File: config.mk
export PLATFORM = sky130hd
export DESIGN_NAME = count_monitor
export DESIGN_NICKNAME = d
export VERILOG_FILES = /design/src/rtl/count_monitor_pkg.sv /design/src/rtl/count_monitor_stall.sv /design/src/rtl/count_monitor.sv
export SDC_FILE = /design/constraint.sdc
export NUM_CORES = 1
export LEC_CHECK = 0
export ABC_AREA = 1
export BUFFER_PORTS_ARGS = -buffer_cell sky130_fd_sc_hd__buf_2
export CAP_MARGIN = 25
export CORE_MARGIN = 3
export CORE_UTILIZATION = 45
export DETAILED_ROUTE_END_ITERATION = 8
export MAX_ROUTING_LAYER = met4
export PLACE_DENSITY_LB_ADDON = 0.1
export REMOVE_ABC_BUFFERS = 1
export SYNTH_ARGS = -nofsm -noshare
export SYNTH_HDL_FRONTEND = slang
export SYNTH_HIERARCHICAL = 1
export SYNTH_SLANG_ARGS = --single-unit
File: constraint.sdc
create_clock -name clk -period 1.6 [get_ports clk]
set_clock_uncertainty 0.05 [all_clocks]
set_input_delay 0.32 -clock clk [delete_from_list [all_inputs] [get_ports clk]]
set_output_delay 0.32 -clock clk [all_outputs]
set_load 0.02 [all_outputs]
File: src/rtl/count_monitor_pkg.sv
// count_monitor_pkg
// Shared definitions for the count monitor: FSM state encoding, error codes,
// stall counter width and a saturating increment helper. Imported by the RTL
// and by the testbench so both agree on encodings.
package count_monitor_pkg;

    typedef enum logic [1:0] {
        ST_IDLE  = 2'b00,
        ST_RUN   = 2'b01,
        ST_DONE  = 2'b10,
        ST_ERROR = 2'b11
    } state_t;

    typedef enum logic [1:0] {
        ERR_NONE    = 2'b00,
        ERR_SKIP    = 2'b01,
        ERR_STALL   = 2'b10,
        ERR_OVERRUN = 2'b11
    } err_code_t;

    // Wide enough for the largest legal stall limit (15).
    localparam int STALL_CNT_W = 4;

    // 8-bit increment that sticks at 255 instead of wrapping.
    function automatic logic [7:0] sat_inc8(input logic [7:0] v);
        return (v == 8'hFF) ? v : v + 8'd1;
    endfunction

endpackage

File: src/rtl/count_monitor_stall.sv
// stall_timer
// Counts consecutive unchanged samples while the monitor is running.
// Ports:
//   clk  - clock
//   rst  - synchronous active-high reset
//   inc  - count one more unchanged sample
//   clr  - restart the count at zero (wins over inc)
//   hit  - the next inc reaches STALL_LIMIT
module stall_timer
    import count_monitor_pkg::*;
#(
    parameter int STALL_LIMIT = 4
) (
    input  logic clk,
    input  logic rst,
    input  logic inc,
    input  logic clr,
    output logic hit
);

    localparam logic [STALL_CNT_W-1:0] LIMIT_M1 = STALL_CNT_W'(STALL_LIMIT - 1);

    logic [STALL_CNT_W-1:0] cnt_q;
    logic [STALL_CNT_W-1:0] cnt_d;

    // hit looks one sample ahead and does not depend on inc, so the FSM can
    // use it in the same cycle it decides to increment without forming a loop.
    assign hit = (cnt_q == LIMIT_M1);

    always_comb begin
        cnt_d = cnt_q;
        if (clr) begin
            cnt_d = '0;
        end else if (inc && (cnt_q != {STALL_CNT_W{1'b1}})) begin
            cnt_d = cnt_q + 1'b1;
        end
    end

    always_ff @(posedge clk) begin
        if (rst) begin
            cnt_q <= '0;
        end else begin
            cnt_q <= cnt_d;
        end
    end

endmodule

File: src/rtl/count_monitor.sv
// count_monitor
// Watches an upstream counter and checks that it walks START..STOP in +1
// steps, flagging skips, stalls and overruns.
// Ports:
//   clk, rst      - clock, synchronous active-high reset
//   count[7:0]    - upstream counter value, sampled every edge
//   enable        - 1 = checking active, 0 = freeze checks in RUN
//   clear         - synchronous return to IDLE, clears error/done
//   running       - in RUN
//   done          - in DONE
//   done_pulse    - one cycle on entry to DONE
//   error         - in ERROR
//   err_code[1:0] - reason for ERROR, held while in ERROR
//   steps[7:0]    - valid +1 increments seen in RUN, saturating
module count_monitor
    import count_monitor_pkg::*;
#(
    parameter logic [7:0] START       = 8'd5,
    parameter logic [7:0] STOP        = 8'd67,
    parameter int         STALL_LIMIT = 4
) (
    input  logic       clk,
    input  logic       rst,
    input  logic [7:0] count,
    input  logic       enable,
    input  logic       clear,
    output logic       running,
    output logic       done,
    output logic       done_pulse,
    output logic       error,
    output logic [1:0] err_code,
    output logic [7:0] steps
);

    state_t    state_q, state_d;
    err_code_t err_q, err_d;
    logic [7:0] count_q;
    logic [7:0] steps_q, steps_d;
    logic running_q, running_d;
    logic done_q, done_d;
    logic done_pulse_q, done_pulse_d;
    logic error_q, error_d;
    logic stall_inc, stall_clr, stall_hit;
    logic is_step;

    stall_timer #(
        .STALL_LIMIT(STALL_LIMIT)
    ) u_stall (
        .clk(clk),
        .rst(rst),
        .inc(stall_inc),
        .clr(stall_clr),
        .hit(stall_hit)
    );

    // Compared at 9 bits so count_q == 255 can never be followed by a valid step.
    assign is_step = ({1'b0, count} == ({1'b0, count_q} + 9'd1));

    always_comb begin
        state_d   = state_q;
        steps_d   = steps_q;
        err_d     = err_q;
        stall_inc = 1'b0;
        stall_clr = 1'b0;

        if (clear) begin
            state_d   = ST_IDLE;
            steps_d   = '0;
            err_d     = ERR_NONE;
            stall_clr = 1'b1;
        end else begin
            case (state_q)
                ST_IDLE: begin
                    if (enable && (count == START)) begin
                        steps_d   = '0;
                        stall_clr = 1'b1;
                        state_d   = (START == STOP) ? ST_DONE : ST_RUN;
                    end
                end
                ST_RUN: begin
                    if (enable) begin
                        if (count > STOP) begin
                            state_d = ST_ERROR;
                            err_d   = ERR_OVERRUN;
                        end else if (is_step) begin
                            steps_d   = sat_inc8(steps_q);
                            stall_clr = 1'b1;
                            if (count == STOP) begin
                                state_d = ST_DONE;
                            end
                        end else if (count == count_q) begin
                            stall_inc = 1'b1;
                            if (stall_hit) begin
                                state_d = ST_ERROR;
                                err_d   = ERR_STALL;
                            end
                        end else begin
                            state_d = ST_ERROR;
                            err_d   = ERR_SKIP;
                        end
                    end
                end
                ST_DONE: begin
                    if (count != STOP) begin
                        state_d = ST_ERROR;
                        err_d   = ERR_OVERRUN;
                    end
                end
                ST_ERROR: begin
                    state_d = ST_ERROR;
                end
                default: begin
                    state_d = ST_IDLE;
                end
            endcase
        end

        // Flags are decoded from the next state so they change on the
        // same edge as the transition.
        running_d    = (state_d == ST_RUN);
        done_d       = (state_d == ST_DONE);
        done_pulse_d = (state_d == ST_DONE) && (state_q != ST_DONE);
        error_d      = (state_d == ST_ERROR);
    end

    always_ff @(posedge clk) begin
        if (rst) begin
            state_q      <= ST_IDLE;
            err_q        <= ERR_NONE;
            count_q      <= '0;
            steps_q      <= '0;
            running_q    <= 1'b0;
            done_q       <= 1'b0;
            done_pulse_q <= 1'b0;
            error_q      <= 1'b0;
        end else begin
            state_q      <= state_d;
            err_q        <= err_d;
            count_q      <= count;
            steps_q      <= steps_d;
            running_q    <= running_d;
            done_q       <= done_d;
            done_pulse_q <= done_pulse_d;
            error_q      <= error_d;
        end
    end

    assign running    = running_q;
    assign done       = done_q;
    assign done_pulse = done_pulse_q;
    assign error      = error_q;
    assign err_code   = err_q;
    assign steps      = steps_q;

endmodule

Word-level counts from Yosys, hierarchy flattened
Index checks and enable logic that the tools add are counted.
{"block": "totals", "regBits": 28, "in_bits": 12, "elab_cells": 81}
{"block": "classes", "n_addsub": 3, "magnitude_cmp": 1, "n_eq_ne": 23, "n_mux": 35, "reduce_logical": 10}
{"cell": "$mux W8", "n": 5}
{"cell": "$mux W2", "n": 15}
{"cell": "$pmux W8 S2", "n": 1}
{"cell": "$ne A2 B2 Y1 const B", "n": 7}
{"cell": "$mux W1", "n": 11}
{"cell": "$add A8 B1 Y9 const B", "n": 1}
{"cell": "$eq A8 B9 Y1", "n": 1}
{"cell": "$add A8 B1 Y8 const B", "n": 1}
{"cell": "$eq A2 B2 Y1 const B", "n": 4}
{"cell": "$eq A8 B3 Y1 const B", "n": 1}
{"cell": "$eq A8 B7 Y1 const B", "n": 1}
{"cell": "$eq A8 B8 Y1", "n": 1}
{"cell": "$eq A8 B8 Y1 const B", "n": 1}
{"cell": "$gt A8 B7 Y1 const B", "n": 1}
{"cell": "$ne A4 B4 Y1 const B", "n": 2}
{"cell": "$ne A8 B7 Y1 const B", "n": 1}
{"cell": "$pmux W2 S4", "n": 1}
{"cell": "$reduce_and A6 Y1", "n": 1}
{"cell": "$reduce_and A5 Y1", "n": 1}
{"cell": "$add A4 B1 Y4 const B", "n": 1}
{"cell": "$eq A2 B1 Y1 const B", "n": 2}
{"cell": "$eq A4 B2 Y1 const B", "n": 1}
{"cell": "$pmux W2 S2", "n": 1}
{"cell": "$reduce_bool A2 Y1", "n": 2}
{"cell": "5 further kinds", "n": 8}

Logic depth before layout (Yosys ltp)
Gate-level depths: netlist (run 1).
{"block": "logic_depth", "depth_word": 10, "mapped_depth": 15, "mapped_depth_nobuf": 15}

By module
The synthesis (run 1) kept the hierarchy.
{"module": "count_monitor", "n_inst": 1, "cells_each": 236, "area_per_inst_um2": 1549.0, "seq_area_each_um2": 480.5}
{"module": "stall_timer", "n_inst": 1, "cells_each": 31, "area_per_inst_um2": 210.2, "seq_area_each_um2": 80.1}

Worst setup path after synthesis (run 1)
OpenSTA, ideal clock, no wires.
{"block": "synth_path", "path_type": "reg2reg", "start": "reg steps[0] (netlist name)", "end": "reg u_stall.cnt_q[2]", "setup_ns": 0.064, "arrival_ns": 1.859, "required_time_ns": 1.486, "path_slack_ns": -0.373, "stages_incl_launch_ff": 12, "path_buffers": 0, "path_cell_list": "dfxtp_1 ha_1 nand2_1 inv_2 nand2_1 o31ai_2 nor2_1 a31oi_1 nand2_1 nor2_1 o21ai_0 nor2_1"}
{"item": "end signal: assignment", "line": "count_monitor_stall.sv:43", "rtl": "cnt_q <= cnt_d;"}
{"item": "end: declaration", "line": "count_monitor_stall.sv:23", "rtl": "logic [STALL_CNT_W-1:0] cnt_q;"}

Worst setup path in the final report (run 1)
{"block": "layout_path", "start": "reg count_q[0]", "end": "reg running_q, in the netlist running"}
{"block": "layout_via", "elab_chain_len": 8}
{"item": "start: declaration", "line": "count_monitor.sv:37", "rtl": "logic [7:0] count_q;"}
{"item": "start signal: assignment", "line": "count_monitor.sv:139", "rtl": "count_q <= count;"}
{"item": "$add A8 B1 Y9 / $eq A8 B8 Y1 (equally long branches)", "line": "count_monitor.sv:57, count_monitor.sv:91"}
{"item": "$eq A8 B9 Y1 / $mux W2 (equally long branches)", "line": "count_monitor.sv:57, count_monitor.sv:91"}
{"item": "$mux W2 (*)", "line": "count_monitor.sv:85", "rtl": "end else if (is_step) begin"}
{"item": "$mux W2 (*)", "line": "count_monitor.sv:82", "rtl": "if (count > STOP) begin"}
{"item": "$mux W2 (*)", "line": "count_monitor.sv:81", "rtl": "if (enable) begin"}
{"item": "$pmux W2 S4 (*)", "line": "count_monitor.sv:72", "rtl": "case (state_q)"}
{"item": "$mux W2 (*)", "line": "count_monitor.sv:66", "rtl": "if (clear) begin"}
{"item": "$eq A2 B1 Y1 (*)", "line": "count_monitor.sv:120", "rtl": "running_d = (state_d == ST_RUN);"}
{"item": "end signal: assignment", "line": "count_monitor.sv:141", "rtl": "running_q <= running_d;"}
{"item": "end: declaration", "line": "count_monitor.sv:39", "rtl": "logic running_q, running_d;"}
Every way passes the cells marked *; elsewhere a longest branch is shown, timed or not.
A chain may end at the register's enable or synchronous reset.

==> results of run 1 <==
[critical path: stages, from the launching register on]
cell	delay (ps)
dfxtp_4	370
ha_4	270
inv_2	30
nand2_2	50
nand2_2	60
nor2_2	110
nand3_2	110
nor2_4	150
nand2_4	90
nand2_1	80
nand3_2	80
nand2_2	80
nand2_2	70
buf_4	140
a21oi_2	110
[stage by stage]
stage | instance area [um2] | instances | TNS (ps) | total power [W]
2_1_floorplan | 1760 | 266 | -3110 | 0.000841
3_3_place_gp | 2260 | 382 | -5040 | 0.000924
3_5_place_dp | 2260 | 382 | -5810 | 0.000927
4_1_cts | 2410 | 389 | -4960 | 0.00138
5_1_grt | 2500 | 390 | -7930 | 0.00145
6_report | 2500 | 390 | -5500 | 0.00139
[registers in the layout (all words and copies together) (netlist names)]
register	flops
count_q	8
done	1
done_pulse	1
err_code	2
error	1
running	1
state_q	2
steps	8
u_stall/cnt_q	4
[logic make-up after synthesis]
logic type | after synthesis | share of synthesized area, %
adders and majority gates | 3 | 2.13
and+or+nand+nor | 170 | 45.7
DFF | 28 | 31.9
xor gates and xnor gates | 10 | 4.98
buffers and inverters | 37 | 8.18
AOI/OAI and AO/OA | 19 | 7.18
[how the worst max path moves through the flow]
stage          slack [ps]  depth (start not counted)                       endpoint
2_1_floorplan        -370                         11  u_stall/cnt_q[2]$_SDFFE_PP0P_
3_3_place_gp         -300                         13          steps[0]$_SDFFE_PP0P_
3_5_place_dp         -350                         15  u_stall/cnt_q[0]$_SDFFE_PP0P_
4_1_cts              -310                         14          steps[0]$_SDFFE_PP0P_
5_1_grt              -450                         14          steps[0]$_SDFFE_PP0P_
6_report             -330                         14             running$_SDFF_PP0_
[placed cells by master (no fill, tap or decap), drive strengths merged]
cell | synthesis | routed
a21oi | 11 | 11
a31oi | 1 | 1
and2 | 1 | 1
buf | 0 | 72
clkbuf | 1 | 4
clkinv | 1 | 1
dfxtp | 28 | 28
ha | 3 | 3
inv | 35 | 35
nand2 | 70 | 70
nand3 | 24 | 24
nand3b | 2 | 2
nand4 | 9 | 9
nor2 | 55 | 55
nor3 | 7 | 7
nor3b | 1 | 1
o21ai | 6 | 6
o31ai | 1 | 1
or2 | 1 | 1
xnor2 | 6 | 6
xor2 | 4 | 4
[final cells by class]
class / count / area [um2] / share of cell area [%]
Clock buffer: 4 / 55.1 / 2.20
Inverter: 36 / 140 / 5.60
Multi-Input combinational cell: 202 / 1190 / 47.6
Sequential cell: 28 / 567 / 22.7
Tap cell: 48 / 60.1 / 2.40
Timing Repair Buffer: 72 / 489 / 19.5
[per-layer routing]
layer / part of all wire [%] / GRT usage [%] / vias up
met1: 44 / 23.6 / 897
met2: 51 / 37.3 / 34
met4: 2.8 / 9.18 / 0
met5: 0 / - / -
met3: 2.5 / 2.43 / 12
li1: - / - / 997
[power by group through the flow]
stage                     clock, W  sequential [W]  combinational [W]
after floorplan                  0        0.000733           0.000108
after global placement           0        0.000733           0.000191
after detailed placement         0        0.000734           0.000193
after CTS                 0.000451        0.000720           0.000207
after global routing      0.000479        0.000722           0.000250
final                     0.000439        0.000720           0.000226
[repair_timing]
item	CTS	global route
resized for setup	23	25
setup buffers	3	1
setup endpoints to repair	20	20
hold buffers	0	0
pin swaps	18	22
==> results.sh, run 1 <==
export IMPL_status="finished with violations"
export IMPL_violations="setup timing"
export IMPL_peakVddDrop_uv=366
export IMPL_grt_max_degree=16
export IMPL_grt_pass1_vias=1769
export IMPL_ys_warn_count=6
export IMPL_yosysTopAreaCell="dfxtp_1"
export IMPL_maxSlewViolCount=0
export IMPL_cts_inserted_buffers=3
export IMPL_max_clock_freq_mhz=519
export IMPL_area_growth_pct=42.2
export IMPL_fp_dieW_um=68.5
export IMPL_synth_area_leaders="dfxtp_1 (32%), nand2_1 (13%), nor2_1 (11%)"
export IMPL_routed_via_density=4.97
export IMPL_layout_drive_gt1_share_pct=41.8
export IMPL_hold_viol_final=0
export IMPL_pre_cts_slack_ps=-353
export IMPL_power_leakage_nw=1.19
export IMPL_first_pass_iters=6
export IMPL_p_sw_share_pct=25.7
export IMPL_power_frac_seq_pct=52.0
export IMPL_synth_common_cells="nand2_1 (60), nor2_1 (50), inv_1 (29)"
export IMPL_wl_um=4490
export IMPL_min_delay_start="count[4]"
export IMPL_syn_avg_cell_area_um2=6.59
export IMPL_yosysTopAreaCellShare_pct=31.9
export IMPL_antenna_found_initial=0
export IMPL_max_slew_margin_pct=80.9
export IMPL_portBuffers=25
export IMPL_ctsRootBufferMaster="clkbuf_8"
export IMPL_clock_path_buffers=2
export IMPL_grt_pass1_wl_um=7300
export IMPL_endpoint_kind="register"
export IMPL_die_area_um2=4700
export IMPL_cp_data_arrival_time_ps=2090
export IMPL_num_rows=22
export IMPL_ctsHtreeMaxLevel=1
export IMPL_comb_power_share_pct=16.3
export IMPL_gr_total_overflow=0
export IMPL_cellPowerDensity_nw_per_um2=554
export IMPL_routabilityCongestion=0.884
export IMPL_yosys_most_used_dff="dfxtp_1"
export IMPL_initialDrtViolationCount=113
export IMPL_layout_min_cycle_time_ps=1930
export IMPL_cp_start_kind="register"
export IMPL_ys_types=30
export IMPL_async_reset_ff_share_pct=0
export IMPL_setup_ws_ps=-327
export IMPL_worstSetupPathType="register to register"
export IMPL_reg2reg_from="count_q[0]$_SDFF_PP0_"
export IMPL_syn_area_um2=1760
export IMPL_nFillCells=349
export IMPL_hpwl_um=3340
export IMPL_timing_rr_end="running$_SDFF_PP0_"
export IMPL_final_antenna_net_count=0
export IMPL_pwr_share_clk_pct=31.7
export IMPL_wl_per_cell_um=11.5
export IMPL_diodes=0
export IMPL_setup_violations=20
export IMPL_synth_most_common_cell="nand2_1"
export IMPL_startpoint="count_q[0]$_SDFF_PP0_"
export IMPL_holdWs_ps=217
export IMPL_finalCritPeriodShare_pct=120
export IMPL_synth_edf_count=0
export IMPL_r2r_slack_ps=-330
export IMPL_netlist_instances=267
export IMPL_clock_sinks=28
export IMPL_die_h_um=68.5
export IMPL_rsz0062_at_grt="yes"
export IMPL_r2r_cells=14
export IMPL_core_um2=3720
export IMPL_worst_pin_slew_ps=285
export IMPL_synth_seq_cells=28
export IMPL_routed_via_count=1940
export IMPL_grt_use_total_pct=21.0
export IMPL_clk_latency_ps=280
export IMPL_final_util_pct=67.3
export IMPL_ios=26
export IMPL_cap_violations=0
export IMPL_cts_clk_slew_worst_paths_ps=100
export IMPL_cp_max_fo=4
export IMPL_hold_depth=3
export IMPL_power_switching_w=0.000356
export IMPL_nets=358
export IMPL_cp_required_ps=1770
export IMPL_start_util_pct=47.3
export IMPL_min_to="count_q[4]$_SDFF_PP0_"
export IMPL_yosysSeqAreaShare_pct=31.9
export IMPL_drcViolationCount=0
export IMPL_hold_class="input port to register"
export IMPL_p_int_w=0.00103
export IMPL_cts_tree="built"
Note: power is estimated with default switching activity, not from simulation.
==> run 2: changes to the inputs <==
==> constraint.sdc (replaced) <==
create_clock -name clk -period 1.6 [get_ports clk]
set_clock_uncertainty 0.05 [all_clocks]
set_input_delay 0.16 -clock clk [delete_from_list [all_inputs] [get_ports clk]]
set_output_delay 0.16 -clock clk [all_outputs]
set_load 0.02 [all_outputs]
==> run 2 against run 1 <==
Compared with the run above: the flow still finishes with violations (setup timing); critical path depth shrank 2; critical path type unchanged; sequential power is essentially flat; design area grew 1.2%; maximum frequency grew 1.8%; register-to-register slack gained 30 ps; clock power shrank 11%; hold slack lost 170 ps; first-iteration DRC count shrank 3.5%; setup slack gained 34 ps; combinational power shrank 4%; wire length shrank 1.8%; sequential share of layout area shrank 0.18 points.
==> results.sh, run 2 (synthesis results as in run 1) <==
export IMPL_grt_pass1_wl_um=7260
export IMPL_die_area_um2=4700
export IMPL_routabilityCongestion=0.883
export IMPL_drcViolationCount=0
export IMPL_post_place_cells=386
export IMPL_max_slew_margin_pct=79.9
export IMPL_cap_violations=0
export IMPL_maxSlewViolCount=0
export IMPL_ctsRootBufferMaster="clkbuf_8"
export IMPL_first_pass_iters=4
export IMPL_hold_viol_final=0
export IMPL_peakVddDrop_uv=504
export IMPL_hold_class="input port to register"
export IMPL_worstSetupPathType="register to register"
export IMPL_antenna_found_initial=0
export IMPL_cts_inserted_buffers=3
export IMPL_grt_max_degree=15
export IMPL_routed_via_count=1903
export IMPL_portBuffers=25
export IMPL_die_h_um=68.5
export IMPL_status="finished with violations"
export IMPL_cpLargestDelayFamily="simple AND/OR/NAND/NOR gates"
export IMPL_diodes=0
export IMPL_wl_um=4410
export IMPL_setup_violations=20
export IMPL_cpPeakStageDelay_ps=370
export IMPL_hpwl_um=3460
export IMPL_final_util_pct=68.2
export IMPL_rsz0062_at_grt="yes"
export IMPL_mostFrequentLayoutCells="nand2_1 (50), buf_4 (50), nor2_1 (47)"
export IMPL_path_cells="ha_4 > inv_2 > nand2_2 > nand2_1 > nor2_1 > nand3_1 > nor2_4 > nand2_4 > o21ai_4 > nand2_4 > nand2_1 > a21oi_2"
export IMPL_slowest_stage="dfxtp_4"
export IMPL_worstPathBufferInverterCount=1
export IMPL_grt_use_total_pct=20.7
export IMPL_r2r_slack_ps=-290
export IMPL_power_leakage_nw=1.21
export IMPL_gr_total_overflow=0
export IMPL_cp_data_arrival_time_ps=2010
export IMPL_max_clock_freq_mhz=528
export IMPL_grt_pass1_vias=1728
export IMPL_num_rows=22
export IMPL_endpoint_kind="register"
export IMPL_cellPowerDensity_nw_per_um2=525
export IMPL_fp_dieW_um=68.5
export IMPL_final_antenna_net_count=0
export IMPL_wl_per_cell_um=11.2
export IMPL_area_growth_pct=44.0
export IMPL_finalPower_w=0.00133
export IMPL_start_util_pct=47.3
export IMPL_tns_ps=-4540
export IMPL_setup_ws_ps=-293
export IMPL_cts_hold_fix_buffers=0
export IMPL_violations="setup timing"
export IMPL_ios=26
export IMPL_cp_required_ps=1720
export IMPL_nets=362
export IMPL_ctsHtreeMaxLevel=1
export IMPL_cts_tree="built"
export IMPL_layout_drive_gt1_share_pct=42.6
export IMPL_initialDrtViolationCount=109
export IMPL_routed_via_density=4.84
export IMPL_finalNonFillerCells=393
export IMPL_worst_pin_slew_ps=301
export IMPL_finalCritPeriodShare_pct=118
export IMPL_cp_max_fo=8
export IMPL_core_um2=3720
export IMPL_clk_latency_ps=280
export IMPL_clock_path_buffers=2
export IMPL_clock_sinks=28
export IMPL_layout_min_cycle_time_ps=1890
export IMPL_cp_start_kind="register"
export IMPL_cts_clk_slew_worst_paths_ps=100
run 2: metal layers:
layer	routed length (um)	vias up	GRT usage (%)
met5	0	-	-
li1	-	1005	-
met2	2220	22	35.2
met3	105	9	2.92
met1	1990	867	24.6
met4	97	0	7.94
run 2: worst reg2reg max path, cell delays in order, from the launching register on:
cell and delay, ps:
dfxtp_4 370, ha_4 270, inv_2 30, nand2_2 40, nand2_1 50, nor2_1 90, nand3_1 110, nor2_4 150
nand2_4 100, o21ai_4 200, nand2_4 130, nand2_1 120, a21oi_2 70
run 2: report_power, final:
group	leakage [nW]	total, W	switching (W)	internal (W)
sequential	0.229	0.000720	0.0000126	0.000708
clock	0.0216	0.000392	0.000222	0.000170
combinational	0.955	0.000217	0.000120	0.0000974
total	1.21	0.00133	0.000355	0.000975
run 2: path summary, 6_finish.rpt:
path,start,to,cells past startpoint
setup / recovery,count_q[1]$_SDFF_PP0_,steps[2]$_SDFFE_PP0P_,12
hold / removal,count[4],count_q[4]$_SDFF_PP0_,3
setup reg to reg,count_q[1]$_SDFF_PP0_,steps[2]$_SDFFE_PP0P_,12
hold reg to reg,err_code[1]$_SDFFE_PP0P_,err_code[1]$_SDFFE_PP0P_,2
run 2: per-stage QoR:
| step | setup slack, ps | area [um2] | hold slack [ps] |
|---|---|---|---|
| final | -293 | 2530 | 45.7 |
| after global routing | -408 | 2530 | 46.5 |
| after CTS | -254 | 2470 | 49.5 |
| after detailed placement | -404 | 2290 | 355 |
| after global placement | -347 | 2290 | 349 |
| after floorplan | -373 | 1760 | 181 |
run 2: layout make-up:
type                    instances  area [um2]
multi-input cells             202        1210
flip-flops and latches         28         569
fillers                       347        1180
repair buffers                 76         512
well taps                      48        60.1
inverters                      36         140
clock buffers                   3        41.3
run 2: repair_timing:
item,CTS,global route
resized for setup,29,21
endpoints found under the hold margin,0,0
setup buffers,4,0
pin swaps,17,3
setup endpoints to repair,20,20
